**src/rtl/uart_dump_pkg.sv**
```systemverilog
// Shared constants for the UART dump engine: FSM encodings and the baud counter width.
package uart_dump_pkg;

    localparam int unsigned BAUD_W = 13;

    localparam logic [2:0] ST_IDLE = 3'd0;
    localparam logic [2:0] ST_RD   = 3'd1;
    localparam logic [2:0] ST_WAIT = 3'd2;
    localparam logic [2:0] ST_SEND = 3'd3;
    localparam logic [2:0] ST_CSUM = 3'd4;
    localparam logic [2:0] ST_DONE = 3'd5;

    localparam logic [1:0] PH_IDLE  = 2'd0;
    localparam logic [1:0] PH_START = 2'd1;
    localparam logic [1:0] PH_DATA  = 2'd2;
    localparam logic [1:0] PH_STOP  = 2'd3;

    function automatic logic [BAUD_W-1:0] baud_last(input int unsigned clk_freq,
                                                    input int unsigned bps);
        return BAUD_W'(clk_freq / bps - 1);
    endfunction

endpackage

```
**src/rtl/delay_buffer.sv**
```systemverilog
// Fixed-depth shift delay used to synchronise and delay a level enable.
module delay_buffer #(
    parameter int unsigned DEPTH = 4
) (
    input  logic clk,
    input  logic rst_n,
    input  logic din,
    output logic dout
);

    logic [DEPTH-1:0] pipe_q;

    always_ff @(posedge clk or negedge rst_n) begin
        if (!rst_n) begin
            pipe_q <= '0;
        end else begin
            pipe_q <= {pipe_q[DEPTH-2:0], din};
        end
    end

    assign dout = pipe_q[DEPTH-1];

endmodule

```
**src/rtl/uart_tx_byte.sv**
```systemverilog
// 8N1 LSB-first byte serialiser with its own baud and bit counters.
module uart_tx_byte
    import uart_dump_pkg::*;
#(
    parameter int unsigned BAUD_CNT_MAX = 16
) (
    input  logic       clk,
    input  logic       rst_n,
    input  logic       clr,
    input  logic       load,
    input  logic [7:0] data,
    output logic       tx,
    output logic       frame_done
);

    localparam logic [BAUD_W-1:0] BAUD_LAST = BAUD_W'(BAUD_CNT_MAX - 1);

    logic [1:0]        phase_q, phase_d;
    logic [BAUD_W-1:0] baud_cnt_q, baud_cnt_d;
    logic [2:0]        bit_cnt_q, bit_cnt_d;
    logic [7:0]        shift_q, shift_d;
    logic              tx_q, tx_d;
    logic              baud_end;
    logic              take;

    always_ff @(posedge clk or negedge rst_n) begin
        if (!rst_n) begin
            phase_q    <= PH_IDLE;
            baud_cnt_q <= '0;
            bit_cnt_q  <= '0;
            shift_q    <= '0;
            tx_q       <= 1'b1;
        end else begin
            phase_q    <= phase_d;
            baud_cnt_q <= baud_cnt_d;
            bit_cnt_q  <= bit_cnt_d;
            shift_q    <= shift_d;
            tx_q       <= tx_d;
        end
    end

    always_comb begin
        baud_end   = (baud_cnt_q == BAUD_LAST);
        // A new byte may chain directly onto the last stop-bit cycle.
        take       = load && ((phase_q == PH_IDLE) || ((phase_q == PH_STOP) && baud_end));
        phase_d    = phase_q;
        bit_cnt_d  = bit_cnt_q;
        shift_d    = shift_q;
        baud_cnt_d = ((phase_q == PH_IDLE) || baud_end) ? '0 : baud_cnt_q + 1'b1;
        case (phase_q)
            PH_IDLE:  ;
            PH_START: if (baud_end) phase_d = PH_DATA;
            PH_DATA: begin
                if (baud_end) begin
                    bit_cnt_d = bit_cnt_q + 1'b1;
                    shift_d   = shift_q >> 1;
                    if (bit_cnt_q == 3'd7) phase_d = PH_STOP;
                end
            end
            PH_STOP:  if (baud_end) phase_d = PH_IDLE;
            default:  phase_d = PH_IDLE;
        endcase
        if (take) begin
            phase_d   = PH_START;
            shift_d   = data;
            bit_cnt_d = '0;
        end
        if (clr) begin
            phase_d    = PH_IDLE;
            baud_cnt_d = '0;
            bit_cnt_d  = '0;
            shift_d    = '0;
        end
        case (phase_d)
            PH_START: tx_d = 1'b0;
            PH_DATA:  tx_d = shift_d[0];
            default:  tx_d = 1'b1;
        endcase
    end

    always_comb begin
        frame_done = (phase_q == PH_STOP) && baud_end;
        tx         = tx_q;
    end

endmodule

```
**src/rtl/uart_dump.sv**
```systemverilog
// UART upload engine: reads words over the RIB bus and sends them as 4 bytes each, LSB first.
// Define UART_DUMP_CSUM_EN to append a mod-256 checksum byte after the last word.
module uart_dump
    import uart_dump_pkg::*;
#(
    parameter int unsigned CLK_FREQ = 50_000_000,
    parameter int unsigned UART_BPS = 19200
) (
    input  logic        clk,
    input  logic        rst_n,
    input  logic        dump_en_i,
    input  logic        start_i,
    input  logic [31:0] start_addr_i,
    input  logic [15:0] word_num_i,
    output logic        rib_rd_req_o,
    output logic        mem_rd_en_o,
    output logic [31:0] mem_rd_addr_o,
    input  logic [31:0] mem_rd_data_i,
    output logic        uart_tx,
    output logic        busy_o,
    output logic        done_o
);

    localparam int unsigned BAUD_CNT_MAX = CLK_FREQ / UART_BPS;

    logic [2:0]  state_q, state_d;
    logic [31:0] addr_q;
    logic [23:0] rest_q;
    logic [15:0] remain_q;
    logic [1:0]  byte_cnt_q;
    logic        en_d;
    logic        tx_clr;
    logic        load;
    logic [7:0]  load_data;
    logic        frame_done;
`ifdef UART_DUMP_CSUM_EN
    logic [7:0]  csum_q;
`endif

    delay_buffer #(
        .DEPTH(4)
    ) u_en_dly (
        .clk  (clk),
        .rst_n(rst_n),
        .din  (dump_en_i),
        .dout (en_d)
    );

    assign tx_clr = ~en_d;

    uart_tx_byte #(
        .BAUD_CNT_MAX(BAUD_CNT_MAX)
    ) u_tx_byte (
        .clk       (clk),
        .rst_n     (rst_n),
        .clr       (tx_clr),
        .load      (load),
        .data      (load_data),
        .tx        (uart_tx),
        .frame_done(frame_done)
    );

    always_ff @(posedge clk or negedge rst_n) begin
        if (!rst_n) begin
            state_q <= ST_IDLE;
        end else begin
            state_q <= state_d;
        end
    end

    always_comb begin
        state_d   = state_q;
        load      = 1'b0;
        load_data = '0;
        case (state_q)
            ST_IDLE: begin
                if (start_i) begin
                    if (word_num_i != 16'd0) begin
                        state_d = ST_RD;
                    end else begin
`ifdef UART_DUMP_CSUM_EN
                        state_d = ST_CSUM;
                        load    = 1'b1;
`else
                        state_d = ST_DONE;
`endif
                    end
                end
            end
            ST_RD:   state_d = ST_WAIT;
            ST_WAIT: begin
                state_d   = ST_SEND;
                load      = 1'b1;
                load_data = mem_rd_data_i[7:0];
            end
            ST_SEND: begin
                if (frame_done) begin
                    if (byte_cnt_q != 2'd3) begin
                        load      = 1'b1;
                        load_data = rest_q[7:0];
                    end else if (remain_q != 16'd1) begin
                        state_d = ST_RD;
                    end else begin
`ifdef UART_DUMP_CSUM_EN
                        state_d   = ST_CSUM;
                        load      = 1'b1;
                        load_data = csum_q;
`else
                        state_d   = ST_DONE;
`endif
                    end
                end
            end
`ifdef UART_DUMP_CSUM_EN
            ST_CSUM: if (frame_done) state_d = ST_DONE;
`endif
            ST_DONE: state_d = ST_IDLE;
            default: state_d = ST_IDLE;
        endcase
        // A low delayed enable holds the whole block in its reset state.
        if (!en_d) begin
            state_d = ST_IDLE;
            load    = 1'b0;
        end
    end

    always_comb begin
        busy_o        = (state_q != ST_IDLE);
        rib_rd_req_o  = busy_o;
        mem_rd_en_o   = (state_q == ST_RD);
        mem_rd_addr_o = addr_q;
        done_o        = (state_q == ST_DONE);
    end

    always_ff @(posedge clk or negedge rst_n) begin
        if (!rst_n) begin
            addr_q     <= '0;
            rest_q     <= '0;
            remain_q   <= '0;
            byte_cnt_q <= '0;
        end else if (!en_d) begin
            addr_q     <= '0;
            rest_q     <= '0;
            remain_q   <= '0;
            byte_cnt_q <= '0;
        end else begin
            case (state_q)
                ST_IDLE: begin
                    if (start_i) begin
                        addr_q     <= start_addr_i & ~32'h3;
                        remain_q   <= word_num_i;
                        byte_cnt_q <= '0;
                    end
                end
                ST_WAIT: begin
                    rest_q     <= mem_rd_data_i[31:8];
                    byte_cnt_q <= '0;
                end
                ST_SEND: begin
                    if (frame_done) begin
                        if (byte_cnt_q != 2'd3) begin
                            byte_cnt_q <= byte_cnt_q + 1'b1;
                            rest_q     <= rest_q >> 8;
                        end else if (remain_q != 16'd1) begin
                            addr_q   <= addr_q + 32'd4;
                            remain_q <= remain_q - 16'd1;
                        end
                    end
                end
                default: ;
            endcase
        end
    end

`ifdef UART_DUMP_CSUM_EN
    always_ff @(posedge clk or negedge rst_n) begin
        if (!rst_n) begin
            csum_q <= '0;
        end else if (!en_d || (state_q == ST_IDLE)) begin
            csum_q <= '0;
        end else if (state_q == ST_WAIT) begin
            csum_q <= csum_q + mem_rd_data_i[7:0];
        end else if ((state_q == ST_SEND) && frame_done && (byte_cnt_q != 2'd3)) begin
            csum_q <= csum_q + rest_q[7:0];
        end
    end
`endif

endmodule
```
**config.mk**
```make
export PLATFORM = sky130hd
export DESIGN_NAME = uart_dump
export DESIGN_NICKNAME = d
export VERILOG_FILES = /design/src/rtl/uart_dump_pkg.sv /design/src/rtl/delay_buffer.sv /design/src/rtl/uart_tx_byte.sv /design/src/rtl/uart_dump.sv
export SDC_FILE = /design/constraint.sdc
export NUM_CORES = 1
export LEC_CHECK = 0
export BUFFER_PORTS_ARGS = -buffer_cell sky130_fd_sc_hd__buf_2
export CAP_MARGIN = 40
export CORE_UTILIZATION = 30
export DETAILED_ROUTE_END_ITERATION = 10
export PLACE_DENSITY = 0.52
export SKIP_CTS_REPAIR_TIMING = 1
export SYNTH_ARGS = -nofsm -noshare
export SYNTH_HDL_FRONTEND = slang
export SYNTH_SLANG_ARGS = --single-unit
```
**constraint.sdc**
```tcl
create_clock -name clk -period 4.1 [get_ports clk]
set_input_delay 0.615 -clock clk [delete_from_list [all_inputs] [get_ports clk]]
set_output_delay 0.615 -clock clk [all_outputs]
set_load 0.005 [all_outputs]
```
==> out/results.tsv, run 1 <==
metric	value	unit
yosysWarnings	0	
buffer_levels_on_the_longest_clock_path	2	
drtAntennaViolNets	0	
globalRouteTotalUtil	17.6	%
layout.cell_area.non_filler	7230	µm²
syn_inst	683	
critical_path_class	reg -> reg	
drc_viols	0	
max-vdd-ir-drop	0.000196	V
critical-path-slowest-cell	sky130_fd_sc_hd__or4b_4	
vias_in_the_first_global_route	5307	
placed_cell_area	6950	µm²
startpoint_class	register	
portBuffers	116	
path_cells	or4b_4 -> nor4_4 -> nor2_2 -> or4_1 -> buf_4 -> o31ai_1	
die-area	20700	µm²
max_cap_violations	0	
report.final.hold_viol_count	0	
cts_tree	built	
fin_crit_sh	70.3	%
holdCritPathClass	in -> async	
post_route_cells_drive_above_1_share	21.9	%
cp.arrival	3.15	ns
yosys_most_used_dff	sky130_fd_sc_hd__dfrtp_1	
worst_slew_pin_slew	0.852	ns
worst_slack_placed	1.23	ns
worst_skew_pair.late_latency	0.36	ns
final.setup.worst_slack	1.22	ns
timing_max_transition_violations_final	0	
grt_first_pass_wirelength	28300	µm
pwr_density_cell	341	nW/µm²
static-leakage-power	3.22	nW
die_width	144	µm
firstDrtPassIters	6	
drt_wirelength	17600	µm
fmax	347	MHz
io_pins	121	
cts.htree.levels	3	
grt-ovfl-total	0	
clock_tree.root_cell	sky130_fd_sc_hd__clkbuf_16	
final_cell_mix	115 x sky130_fd_sc_hd__buf_2, 105 x sky130_fd_sc_hd__dfrtp_1, 71 x sky130_fd_sc_hd__nand2_1, 53 x sky130_fd_sc_hd__o21ai_0, 50 x sky130_fd_sc_hd__nor2_1	
cp_max_fo	33	
synthArstFlopShare	100	%
initial_utilization	30.8	%
post_drt_wl_per_cell	16.8	µm
cell_rows	51	
syn_area_per_cell	8.84	µm²
vias	5622	
area.growth.synth_to_final	19.8	%
timing.critical_path.to_type	register	
final_period_minus_worst_setup_slack	2.88	ns
synth.cell_area	6040	µm²
yosys_register_bits	106	
timing.final.setup_violations	0	
final.fill_count	2064	
detail_route.iter0.violations	299	
layout_commonest_cell	sky130_fd_sc_hd__buf_2	
post_synth_num_cell_types	67	
design.final.nets	872	
detailed_place_hpwl	11900	µm
cp.required	4.36	ns
worst_clock_skew	0.00717	ns
run_status	finished, final reports clean	
routabilityCongestion	0.791	
fin_tns_setup	0	ns
slew_headroom	42.4	%
cts.sinks	106	
synth_enable_flop_cells	0	
rsz_0062_raised_after_global_routing	false	
initial_antenna_violation_count	0	
core_area	19600	µm²
crit_path_max_incr_delay	0.59	ns
synth_sequential_area_ratio	44.0	%
path_clk_slew	0.07	ns
cts-buffers-inserted	9	
avgViaCountPerCell	5.34	
die_y	144	µm
largest_net_degree_at_the_start_of_global_routing	81	
synth_stat cells (all sizes together) (3+ instances only):
| master | number | area share [%] |
|---|---|---|
| a221o | 3 | 0.50 |
| a22o | 7 | 1.0 |
| nor3b | 8 | 1.0 |
| o21ai | 77 | 6.4 |
| nand4 | 12 | 1.2 |
| buf | 8 | 1.1 |
| mux2i | 12 | 2.0 |
| dfrtp | 105 | 44 |
| xnor2 | 8 | 1.2 |
| o22ai | 13 | 1.7 |
| a22oi | 30 | 3.7 |
| a32oi | 5 | 0.73 |
| and3 | 11 | 1.1 |
| o211ai | 3 | 0.37 |
| nand2 | 71 | 4.4 |
| nor4 | 15 | 1.9 |
| xor2 | 5 | 0.73 |
| a211oi | 8 | 1.0 |
| or3 | 3 | 0.31 |
| nor3 | 24 | 2.0 |
| nor2 | 52 | 3.3 |
| o31a | 3 | 0.44 |
| inv | 20 | 1.2 |
| clkbuf | 43 | 2.7 |
| ha | 7 | 1.5 |
| o31ai | 16 | 2.0 |
| a211o | 7 | 1.0 |
| a21oi | 31 | 2.6 |
| nand3 | 18 | 1.5 |
| a31oi | 14 | 1.5 |
worst max-delay path: cells and delay by family, from the launching register on:
kind / cells / cell delay [ns]
buffers and inverters: 1 / 0.29
AND/OR/NAND/NOR: 4 / 1.77
flip-flops: 1 / 0.46
AO/OA/AOI/OAI: 1 / 0.26
routing by layer:
| layer | share of wire, % | global-route usage, % |
|---|---|---|
| met1 | 49 | 24.6 |
| met2 | 45 | 27.1 |
| met3 | 5.0 | 4.00 |
| met4 | 1.0 | 4.48 |
| met5 | 0 | 0 |
report_power, final:
group | internal, mW | switching [mW]
Clock | 0.462 | 0.408
Sequential | 1.12 | 0.0754
Combinational | 0.171 | 0.233
Total | 1.75 | 0.717
cell families after synthesis:
kind of cell             after synthesis  synth area share (%)
AND/OR/NAND/NOR                      235                  19.6
multiplexers                          13                  2.18
adder cells (fa/ha/maj)                7                  1.45
buffers and inverters                 71                  5.02
flip-flops                           106                  44.0
XOR/XNOR                              13                  1.89
AO/OA/AOI/OAI                        237                  25.8
other                                  1                0.0621
per-stage QoR:
| step | total power [mW] | cells | hold WS (ns) | util [%] |
|---|---|---|---|---|
| after floorplan | 1.43 | 684 | 0.319 | - |
| after global placement | 1.61 | 1030 | 0.334 | 35.1 |
| after detailed placement | 1.62 | 1035 | 0.336 | 35.5 |
| after CTS | 2.49 | 1051 | 0.189 | 36.9 |
| after global routing | 2.59 | 1051 | 0.206 | 36.9 |
| final | 2.47 | 1052 | 0.187 | 36.9 |
worst paths after layout:
| path | start | endpoint | slack (ns) | cells past startpoint |
|---|---|---|---|---|
| setup / recovery | u_tx_byte.baud_cnt_q[8] | mem_rd_addr_o[2] | 1.22 | 6 |
| hold / removal | rst_n | remain_q[7] | 0.19 | 1 |
| setup reg to reg | u_tx_byte.baud_cnt_q[8] | mem_rd_addr_o[2] | 1.22 | 6 |
| hold reg to reg | u_en_dly.pipe_q[0] | u_en_dly.pipe_q[1] | 0.35 | 0 |
| max in group asynchronous | rst_n | u_tx_byte.baud_cnt_q[5] | 3.00 | 3 |
| min in group clk | u_en_dly.pipe_q[0] | u_en_dly.pipe_q[1] | 0.35 | 0 |
sequential cells by signal (all words and copies together) (netlist names):
register / flops
u_tx_byte.tx: 1
remain_q: 16
u_tx_byte.bit_cnt_q: 3
u_tx_byte.phase_q: 2
u_tx_byte.shift_q: 8
mem_rd_addr_o: 30
byte_cnt_q: 2
rest_q: 24
u_en_dly.pipe_q: 4
u_tx_byte.baud_cnt_q: 13
state_q: 3
final cells by class:
class,instances,area (µm²),share of cell area (%)
Multi-Input combinational cell,507,3120,43.1
Clock buffer,14,274,3.79
Sequential cell,106,2650,36.7
Tap cell,265,332,4.58
Timing Repair Buffer,137,771,10.7
Clock inverter,2,10.0,0.138
Antenna cell,1,2.50,0.0346
Inverter,20,75.1,1.04
No activity file was read; power rests on OpenSTA's default activity.
==> run 2: changes to the inputs <==
--- a/config.mk
+++ b/config.mk
@@ -5,11 +5,12 @@
 export SDC_FILE = /design/constraint.sdc
 export NUM_CORES = 1
 export LEC_CHECK = 0
+export ABC_AREA = 1
 export BUFFER_PORTS_ARGS = -buffer_cell sky130_fd_sc_hd__buf_2
 export CAP_MARGIN = 40
 export CORE_UTILIZATION = 30
 export DETAILED_ROUTE_END_ITERATION = 10
-export PLACE_DENSITY = 0.52
+export PLACE_DENSITY = 0.53
 export SKIP_CTS_REPAIR_TIMING = 1
 export SYNTH_ARGS = -nofsm -noshare
 export SYNTH_HDL_FRONTEND = slang
==> constraint.sdc (replaced) <==
create_clock -name clk -period 2.3 [get_ports clk]
set_input_delay 0.345 -clock clk [delete_from_list [all_inputs] [get_ports clk]]
set_output_delay 0.345 -clock clk [all_outputs]
set_load 0.005 [all_outputs]
==> run 2 against run 1 <==
  * Non-clock buffer count is the same
  * Via count grew 13%
  * Total power grew to 3.3 times the previous value
  * Hold slack lost 0.097 ns
  * Combinational power grew to 8.0 times the previous value
  * Global-route usage shrank 0.64 points
  * Largest cell class unchanged
==> out/results.tsv, run 2 <==
metric	value	unit	change
drt_wirelength	18300	µm	was 17600 µm
die_width	150	µm	was 144 µm
initial_utilization	30.8	%	about the same
initial_antenna_violation_count	0		unchanged
cp.arrival	2.37	ns	was 3.15 ns
startpoint_class	register		unchanged
vias	6366		was 5622
core_area	21200	µm²	was 19600 µm²
syn_inst	967		was 683
synth_top_area_share	40.2	%	was 43.5%
largest_register_ffs	30		unchanged
drc_viols	0		unchanged
detail_route.iter0.violations	365		was 299
layout_commonest_cell	sky130_fd_sc_hd__nand2_1		was sky130_fd_sc_hd__buf_2
run_status	finished, final reports clean		unchanged
worst_slew_pin_slew	0.538	ns	was 0.852 ns
antenna-diode-count	0		was 1
worst_skew_pair.late_latency	0.36	ns	about the same
yosysWarnings	0		unchanged
design.final.nets	1169		was 872
slew_headroom	64.2	%	was 42.4%
pwr_density_cell	1030	nW/µm²	was 341 nW/µm²
worst_clock_skew	0.00861	ns	was 0.00717 ns
synth_largest_area_cell	sky130_fd_sc_hd__dfrtp_1		unchanged
post_route_cells_drive_above_1_share	16.3	%	was 21.9%
io_pins	121		unchanged
layout.cell_area.non_filler	7820	µm²	was 7230 µm²
fin_crit_sh	91.0	%	was 70.3%
die-area	22400	µm²	was 20700 µm²
cell_rows	53		was 51
final.fill_count	2338		was 2064
cts-buffers-inserted	9		unchanged
post-synth-top-count-cell	sky130_fd_sc_hd__nand2_1		was sky130_fd_sc_hd__dfrtp_1
buffer_levels_on_the_longest_clock_path	2		unchanged
yosys_register_bits	106		unchanged
syn_area_per_cell	6.76	µm²	was 8.84 µm²
post_drt_wl_per_cell	13.4	µm	was 16.8 µm
avgViaCountPerCell	4.69		was 5.34
timing.final.setup_violations	0		unchanged
synth_enable_flop_cells	0		unchanged
max_cap_violations	0		unchanged
cp_max_fo	59		was 33
synth_sequential_area_ratio	40.6	%	was 44.0%
synth_common_cells	338 x sky130_fd_sc_hd__nand2_1, 124 x sky130_fd_sc_hd__nor2_1, 105 x sky130_fd_sc_hd__dfrtp_1		was 105 x sky130_fd_sc_hd__dfrtp_1, 71 x sky130_fd_sc_hd__nand2_1, 53 x sky130_fd_sc_hd__o21ai_0
fin_tns_setup	0	ns	unchanged
portBuffers	116		unchanged
static-leakage-power	3.89	nW	was 3.22 nW
timing_max_transition_violations_final	0		unchanged
max-vdd-ir-drop	0.000610	V	was 0.000196 V
synth.cell_area	6540	µm²	was 6040 µm²
cp.required	2.57	ns	was 4.36 ns
globalRouteTotalUtil	16.9	%	was 17.6%
routabilityCongestion	0.844		was 0.791
timing.critical_path.to_type	register		unchanged
power_total	8.08	mW	was 2.47 mW
holdCritPathClass	in -> reg		was in -> async
placed_cell_area	7470	µm²	was 6950 µm²
cts_tree	built		unchanged
cts.sinks	106		unchanged
yosys_most_used_dff	sky130_fd_sc_hd__dfrtp_1		unchanged
die_y	150	µm	was 144 µm
cts.htree.levels	3		unchanged
final_period_minus_worst_setup_slack	2.09	ns	was 2.88 ns
firstDrtPassIters	5		was 6
grt_first_pass_wirelength	30100	µm	was 28300 µm
fmax	478	MHz	was 347 MHz
critical_path_class	reg -> reg		unchanged
drtAntennaViolNets	0		unchanged
detailed_place_hpwl	13100	µm	was 11900 µm
rsz_0062_raised_after_global_routing	false		unchanged
final_cell_mix	337 x sky130_fd_sc_hd__nand2_1, 124 x sky130_fd_sc_hd__nor2_1, 115 x sky130_fd_sc_hd__buf_2, 104 x sky130_fd_sc_hd__dfrtp_1, 89 x sky130_fd_sc_hd__nand3_1		was 115 x sky130_fd_sc_hd__buf_2, 105 x sky130_fd_sc_hd__dfrtp_1, 71 x sky130_fd_sc_hd__nand2_1, 53 x sky130_fd_sc_hd__o21ai_0, 50 x sky130_fd_sc_hd__nor2_1
report.final.hold_viol_count	0		unchanged
area.growth.synth_to_final	19.5	%	was 19.8%
grt-ovfl-total	0		unchanged
largest_net_degree_at_the_start_of_global_routing	60		was 81
synthTopCellsByArea	sky130_fd_sc_hd__dfrtp_1 40%, sky130_fd_sc_hd__nand2_1 19%, sky130_fd_sc_hd__nor2_1 7.1%		was sky130_fd_sc_hd__dfrtp_1 44%, sky130_fd_sc_hd__nand2_1 4.4%, sky130_fd_sc_hd__o21ai_0 4.4%
final_core_utilization	36.8	%	was 36.9%
clock_tree.root_cell	sky130_fd_sc_hd__clkbuf_16		unchanged
vias_in_the_first_global_route	6017		was 5307
synthArstFlopShare	100	%	unchanged
post_synth_num_cell_types	39		was 67
path_clk_slew	0.08	ns	was 0.07 ns
## run 2: cell types whose count changed after synthesis, moves of 11 or more
cell                       previous run  this run
sky130_fd_sc_hd__nand3_1             18        89
sky130_fd_sc_hd__nor3_1              24         8
sky130_fd_sc_hd__clkbuf_1            43        17
sky130_fd_sc_hd__a22oi_1             30         2
sky130_fd_sc_hd__nor2_1              51       124
sky130_fd_sc_hd__mux2i_1             12         0
sky130_fd_sc_hd__nand2_1             71       338
sky130_fd_sc_hd__o21ai_1             24         3
sky130_fd_sc_hd__inv_1               20        75
sky130_fd_sc_hd__nor4_1              13         2
sky130_fd_sc_hd__o31ai_1             16         3
sky130_fd_sc_hd__o21ai_0             53        78
sky130_fd_sc_hd__a21oi_1             31        19
## run 2: worst paths after layout
path	from	to	slack (ns)	depth (start not counted)
worst max-delay path	u_tx_byte.baud_cnt_q[0]	remain_q[9]	0.21	12
worst min-delay path	dump_en_i	u_en_dly.pipe_q[0]	0.09	1
worst max register to register	u_tx_byte.baud_cnt_q[0]	remain_q[9]	0.21	12
worst min register to register	u_en_dly.pipe_q[1]	u_en_dly.pipe_q[2]	0.35	0
max in group asynchronous	rst_n	u_tx_byte.tx	1.10	3
min in group asynchronous	rst_n	remain_q[5]	0.48	2
## run 2: final cells by class
class / count / area (µm²) / share of cell area, %
multi-input cells: 742 / 3390 / 43.4
repair buffers: 137 / 781 / 9.99
inverters: 82 / 315 / 4.03
well taps: 275 / 344 / 4.40
flip-flops and latches: 106 / 2660 / 34.0
clock inverters: 4 / 73.8 / 0.944
clock buffers: 12 / 256 / 3.28
## run 2: stage by stage
stage	cells	hold WS, ns	setup WS [ns]
6_report	1358	0.0895	0.208
5_1_grt	1358	0.0792	0.0144
4_1_cts	1357	-0.0607	0.156
3_5_place_dp	1341	0.331	0.210
3_3_place_gp	1341	0.327	0.229
2_1_floorplan	968	0.0494	0.553
## run 2: cells by family (layout without fill, tap and decap cells)
kind of cell,Yosys count,in the layout,share of synthesized area (%)
and+or+nand+nor,594,594,38.0
xor gates and xnor gates,20,20,2.68
DFF,106,106,40.6
other,1,2,0.0573
AOI/OAI and AO/OA,119,119,9.66
buffers and inverters,120,235,7.69
adders and majority gates,7,7,1.34
## run 2: report_power, final
part / leakage, nW / switching (mW) / internal [mW]
Clock: 0.163 / 0.737 / 1.02
Sequential: 1.39 / 0.635 / 2.44
Combinational: 2.34 / 2.08 / 1.17
## run 2: metal layers
layer  GRT usage, %  routed length, µm  vias up
met5              0                  0        -
met4           3.84                193        0
met3           4.24               1100       13
met2           26.4               7920      154
met1           23.4               9050     2902
li1               -                  -     3297
## run 2: worst max-delay path, stage by stage (launching register included)
cell	delay, ns
sky130_fd_sc_hd__dfrtp_1	0.38
sky130_fd_sc_hd__ha_2	0.21
sky130_fd_sc_hd__nand2_1	0.05
sky130_fd_sc_hd__inv_1	0.05
sky130_fd_sc_hd__nand2_1	0.10
sky130_fd_sc_hd__nor2_2	0.16
sky130_fd_sc_hd__nand3_2	0.13
sky130_fd_sc_hd__nand2_4	0.13
sky130_fd_sc_hd__nand3_4	0.10
sky130_fd_sc_hd__nor2_4	0.18
sky130_fd_sc_hd__buf_12	0.27
sky130_fd_sc_hd__nand3_1	0.12
sky130_fd_sc_hd__o21ai_0	0.10
